===== src/rtl/uart_rx_fifo.sv =====
// uart_rx_fifo: 8N1 UART receiver feeding a first-word-fall-through byte FIFO.
// Define UART_RX_PARITY_EN for 8E1 framing with an added parity_err pulse output.
module uart_rx_fifo #(
  parameter int CLKS_PER_BIT = 16,
  parameter int FIFO_DEPTH   = 8,
  parameter int CNT_W        = 4
) (
  input  logic             clock,
  input  logic             resetb,
  input  logic             rx,
  output logic [7:0]       rd_data,
  output logic             rd_valid,
  input  logic             rd_ready,
  output logic [CNT_W-1:0] count,
  output logic             frame_err,
  output logic             overflow,
  input  logic             ovf_clr
`ifdef UART_RX_PARITY_EN
  ,
  output logic             parity_err
`endif
);

  localparam int BAUD_W = $clog2(CLKS_PER_BIT);
  localparam int PTR_W  = $clog2(FIFO_DEPTH);
  localparam logic [BAUD_W-1:0] BAUD_LAST = BAUD_W'(CLKS_PER_BIT - 1);
  localparam logic [BAUD_W-1:0] HALF_LAST = BAUD_W'(CLKS_PER_BIT / 2 - 1);
  localparam logic [CNT_W-1:0]  CNT_FULL  = CNT_W'(FIFO_DEPTH);

  localparam logic [2:0] S_IDLE      = 3'd0;
  localparam logic [2:0] S_START     = 3'd1;
  localparam logic [2:0] S_DATA      = 3'd2;
  localparam logic [2:0] S_STOP      = 3'd3;
  localparam logic [2:0] S_WAIT_IDLE = 3'd4;
`ifdef UART_RX_PARITY_EN
  localparam logic [2:0] S_PARITY    = 3'd5;
  localparam logic [2:0] S_POST_DATA = S_PARITY;
`else
  localparam logic [2:0] S_POST_DATA = S_STOP;
`endif

  logic              rx_meta_q, rxs_q;
  logic [2:0]        state_q, state_d;
  logic [BAUD_W-1:0] baud_q, baud_d;
  logic [2:0]        bit_q, bit_d;
  logic [7:0]        shift_q, shift_d;
  logic              ferr_q, ferr_d;
  logic              push;
`ifdef UART_RX_PARITY_EN
  logic              par_q, par_d;
  logic              perr_q, perr_d;
`endif

  logic [7:0]        mem_q [FIFO_DEPTH];
  logic [PTR_W-1:0]  wr_ptr_q, rd_ptr_q;
  logic [CNT_W-1:0]  count_q, count_d;
  logic              ovf_q, ovf_d;
  logic              pop, full, wr_en, drop;

  always_ff @(posedge clock or negedge resetb) begin
    if (!resetb) begin
      rx_meta_q <= 1'b1;
      rxs_q     <= 1'b1;
    end else begin
      rx_meta_q <= rx;
      rxs_q     <= rx_meta_q;
    end
  end

  always_comb begin
    state_d = state_q;
    baud_d  = baud_q;
    bit_d   = bit_q;
    shift_d = shift_q;
    ferr_d  = 1'b0;
    push    = 1'b0;
`ifdef UART_RX_PARITY_EN
    par_d   = par_q;
    perr_d  = 1'b0;
`endif
    case (state_q)
      // Every entry into IDLE happens with rxs high, so a low rxs here is a 1-to-0 edge.
      S_IDLE: begin
        if (!rxs_q) begin
          baud_d  = '0;
          state_d = S_START;
        end
      end
      S_START: begin
        if (baud_q == HALF_LAST) begin
          baud_d  = '0;
          bit_d   = '0;
          state_d = rxs_q ? S_IDLE : S_DATA;
        end else begin
          baud_d = baud_q + BAUD_W'(1);
        end
      end
      S_DATA: begin
        if (baud_q == BAUD_LAST) begin
          baud_d  = '0;
          shift_d = {rxs_q, shift_q[7:1]};
          bit_d   = bit_q + 3'd1;
          if (bit_q == 3'd7) state_d = S_POST_DATA;
        end else begin
          baud_d = baud_q + BAUD_W'(1);
        end
      end
`ifdef UART_RX_PARITY_EN
      S_PARITY: begin
        if (baud_q == BAUD_LAST) begin
          baud_d  = '0;
          par_d   = rxs_q;
          state_d = S_STOP;
        end else begin
          baud_d = baud_q + BAUD_W'(1);
        end
      end
`endif
      S_STOP: begin
        if (baud_q == BAUD_LAST) begin
          baud_d  = '0;
          ferr_d  = ~rxs_q;
`ifdef UART_RX_PARITY_EN
          perr_d  = ^{shift_q, par_q};
          push    = rxs_q & ~perr_d;
`else
          push    = rxs_q;
`endif
          state_d = rxs_q ? S_IDLE : S_WAIT_IDLE;
        end else begin
          baud_d = baud_q + BAUD_W'(1);
        end
      end
      S_WAIT_IDLE: begin
        if (rxs_q) state_d = S_IDLE;
      end
      default: state_d = S_IDLE;
    endcase
  end

  always_ff @(posedge clock or negedge resetb) begin
    if (!resetb) begin
      state_q <= S_IDLE;
      baud_q  <= '0;
      bit_q   <= '0;
      shift_q <= '0;
      ferr_q  <= 1'b0;
`ifdef UART_RX_PARITY_EN
      par_q   <= 1'b0;
      perr_q  <= 1'b0;
`endif
    end else begin
      state_q <= state_d;
      baud_q  <= baud_d;
      bit_q   <= bit_d;
      shift_q <= shift_d;
      ferr_q  <= ferr_d;
`ifdef UART_RX_PARITY_EN
      par_q   <= par_d;
      perr_q  <= perr_d;
`endif
    end
  end

  // When full, a simultaneous pop frees the head slot that wr_ptr also addresses.
  assign rd_valid = (count_q != '0);
  assign pop      = rd_valid & rd_ready;
  assign full     = (count_q == CNT_FULL);
  assign wr_en    = push & (~full | pop);
  assign drop     = push & full & ~pop;

  always_comb begin
    count_d = count_q;
    if (wr_en && !pop)      count_d = count_q + CNT_W'(1);
    else if (!wr_en && pop) count_d = count_q - CNT_W'(1);
  end

  always_comb begin
    ovf_d = ovf_q;
    if (drop)         ovf_d = 1'b1;
    else if (ovf_clr) ovf_d = 1'b0;
  end

  always_ff @(posedge clock) begin
    if (wr_en) mem_q[wr_ptr_q] <= shift_q;
  end

  always_ff @(posedge clock or negedge resetb) begin
    if (!resetb) begin
      wr_ptr_q <= '0;
      rd_ptr_q <= '0;
      count_q  <= '0;
      ovf_q    <= 1'b0;
    end else begin
      if (wr_en) wr_ptr_q <= wr_ptr_q + PTR_W'(1);
      if (pop)   rd_ptr_q <= rd_ptr_q + PTR_W'(1);
      count_q <= count_d;
      ovf_q   <= ovf_d;
    end
  end

  assign rd_data   = rd_valid ? mem_q[rd_ptr_q] : '0;
  assign count     = count_q;
  assign frame_err = ferr_q;
  assign overflow  = ovf_q;
`ifdef UART_RX_PARITY_EN
  assign parity_err = perr_q;
`endif

endmodule


===== config.mk =====
export PLATFORM = sky130hd
export DESIGN_NAME = uart_rx_fifo
export DESIGN_NICKNAME = d
export VERILOG_FILES = /design/src/rtl/uart_rx_fifo.sv
export SDC_FILE = /design/constraint.sdc
export NUM_CORES = 1
export LEC_CHECK = 0
export BUFFER_PORTS_ARGS = -buffer_cell sky130_fd_sc_hd__buf_2
export CAP_MARGIN = 30
export CORE_MARGIN = 1
export CORE_UTILIZATION = 30
export CTS_CLUSTER_SIZE = 10
export DETAILED_ROUTE_END_ITERATION = 7
export PLACE_DENSITY = 0.41
export REMOVE_ABC_BUFFERS = 1
export SYNTH_ARGS = -nofsm -noshare
export SYNTH_HDL_FRONTEND = slang
export SYNTH_SLANG_ARGS = --single-unit

===== constraint.sdc =====
create_clock -name clock -period 2.83 [get_ports clock]
set_clock_uncertainty 0.1 [all_clocks]
set_input_delay 0.566 -clock clock [delete_from_list [all_inputs] [get_ports clock]]
set_output_delay 0.566 -clock clock [all_outputs]
set_load 0.02 [all_outputs]

==> results.sh <==
export IMPL_tns_ps=0
export IMPL_numCtsBuffers=9
export IMPL_startpoint_type="flip-flop"
export IMPL_wl_um=7589
export IMPL_start_util_pct=31.39
export IMPL_ys_ff_latch=96
export IMPL_place_gp_congestion=0.6566
export IMPL_yosysTopAreaCell="edfxtp_1"
export IMPL_synth_avg_cell_area_sq_um=16.98
export IMPL_worst_ep_required_time_ps=2160
export IMPL_async_flop_share_pct=33.33
export IMPL_die_area_sq_um=13880
export IMPL_cp_arrival_ps=2000
export IMPL_io_pins=20
export IMPL_synth_edf_count=64
export IMPL_clkTransAtPathRegs_ps=70
export IMPL_cts_setup_buffers=0
export IMPL_rsz0062_at_grt="false"
export IMPL_cts_max_path_buffers=2
export IMPL_status="finished, final reports clean"
export IMPL_path_class="reg -> out"
export IMPL_synthToLayoutAreaGrowth_pct=18.09
export IMPL_path_max_fanout=8
export IMPL_synth_seq_area_share_pct=67.70
export IMPL_clkLatencyLatePin_ps=350
export IMPL_synthMostInstantiatedCell="edfxtp_1"
export IMPL_tightest_slew_ps=800.1
export IMPL_ant_nets=0
export IMPL_r2r_slack_ps=270
export IMPL_place_inst=440
export IMPL_post_route_util_pct=37.06
export IMPL_htree_levels=3
export IMPL_peakVddDrop_mv=0.3955
export IMPL_p_leak_uw=0.001796
export IMPL_fillers=1241
export IMPL_rows=41
export IMPL_postCtsHoldBufs=0
export IMPL_numPortBuffers=19
export IMPL_wl_per_cell_um=16.64
export IMPL_finalSetupViolCount=0
export IMPL_drv_cap=0
export IMPL_netlist_area_leader_share_pct=47.75
export IMPL_cts_sinks=96
export IMPL_min_path_type="in -> async"
export IMPL_hpwl_um=5208
export IMPL_synth_flop_cell="edfxtp_1"
export IMPL_drv_slew=0
export IMPL_synth_common_cells="64 x edfxtp_1, 30 x dfrtp_1, 16 x mux4_2"
export IMPL_synth_area_leaders="edfxtp_1 48%, dfrtp_1 19%, mux4_2 9.0%"
export IMPL_power_density_nw_per_um2=895.7
export IMPL_endpoint_kind="output port"
export IMPL_antenna_found_initial=0
export IMPL_grt_pass1_vias=2271
export IMPL_max_freq_ghz=0.3750
export IMPL_yosysUniqueCellTypes=42
export IMPL_layout_setup_ws_ps=163.5
export IMPL_synth_cells=237
export IMPL_tritoncts="done"
export IMPL_die_width_um=117.8
export IMPL_period_share_pct=94.22
export IMPL_slew_headroom_pct=46.66
export IMPL_grt_max_degree=33
export IMPL_drc_errors=0
export IMPL_grt_usage_pct=12.55
export IMPL_nets=293
export IMPL_synth_warnings=0
export IMPL_hold_viol=0
export IMPL_dr_pass1_iters=4
export IMPL_drt_iter0_drc=180
export IMPL_cts_root_buf="clkbuf_16"
export IMPL_power_total_uw=4257
export IMPL_routed_via_density=4.564
export IMPL_grt_overflow=0
export IMPL_drive_gt1_share_pct=34.15
export IMPL_pre_cts_ws_ps=178.0
export IMPL_netlist_area_sq_um=4025
export IMPL_grt_pass1_wl_um=12750
export IMPL_diodes=0
export IMPL_coreArea_sq_um=12820
export IMPL_fin_cells=456
export IMPL_vias=2081
export IMPL_min_period_ps=2667
export IMPL_die_y_um=117.8
final cells by class:
type | count | area, sq um | share of cell area, %
inverter | 7 | 26.28 | 0.5528
tap | 172 | 215.2 | 4.527
timing repair buffer | 42 | 280.3 | 5.896
multi-input combinational | 123 | 1206 | 25.38
sequential | 96 | 2725 | 57.33
clock inverter | 5 | 36.28 | 0.7634
clock buffer | 11 | 264.0 | 5.554
worst max-delay path: stages, from the launching register on:
cell,delay (ps)
dfrtp_1,450
nor3_1,290
nand2b_1,150
and2_1,330
a22o_1,270
buf_2,150
metrics by stage:
step           hold WS, ps  instance area (sq um)
2_1_floorplan        170.4                   3949
6_report             211.5                   4753
4_1_cts              199.8                   4753
3_5_place_dp         248.1                   4451
3_3_place_gp         248.4                   4451
5_1_grt              205.4                   4753
per-layer routing:
metal	vias to the layer above	global-route usage, %	share of wire (%)
li1	1001	-	-
met1	1053	14.97	45
met2	17	20.88	50
met3	10	4.457	3.1
met4	0	4.407	1.5
met5	-	0	0
registers in the layout, indices dropped and copies added (netlist names), 3 cells and up:
register  cells
baud_q        4
state_q       3
bit_q         3
shift_q       8
wr_ptr_q      3
rd_ptr_q      3
mem_q        64
count         4
report_power, final:
| part | internal, uW | switching [uW] | total [uW] | leakage [uW] |
|---|---|---|---|---|
| Combinational | 608 | 719 | 1330 | 0.000653 |
| Sequential | 1610 | 129 | 1740 | 0.00100 |
| Clock | 674 | 519 | 1190 | 0.000139 |
| Total | 2890 | 1370 | 4260 | 0.00180 |
kinds of logic (layout without fill, tap and decap cells):
kind of cell    count (synthesis)  after routing  synth area share, %
compound gates                 32             32                5.689
flops                          96             96                67.70
buf+inv                        18             65                2.549
mux                            28             28                12.40
simple gates                   46             46                6.933
xor+xnor                        8              8                1.741
fa+ha+maj                       9              9                2.984
final timing paths:
path                                       start                      to  cells past startpoint
max in group asynchronous                 resetb   baud_q[3]$_DFFE_PN0P_                      1
min in group clock                            rx     rx_meta_q$_DFF_PN1_                      1
max                         count[0]$_DFFE_PN0P_              rd_data[7]                      5
min reg2reg                  rx_meta_q$_DFF_PN1_         rxs_q$_DFF_PN1_                      0
max reg2reg                baud_q[0]$_DFFE_PN0P_    count[3]$_DFFE_PN0P_                     12
min                                       resetb  shift_q[7]$_DFFE_PN0P_                      1
cell usage in the layout (no fill, tap or decap), drive strengths merged, types with 6 or more instances in the layout:
master  count
o21ai       6
xnor2       8
edfxtp     64
mux4       16
ha          8
a22o       10
dfrtp      30
inv         8
nand2      13
clkbuf     11
buf        42
nor3        6
mux2       12
nor2        8
repair_timing:
action	CTS	global route
pin swaps	0	1
endpoints found under the setup margin	8	1
gates resized for setup	1	0
(Power assumes the default switching activity.)
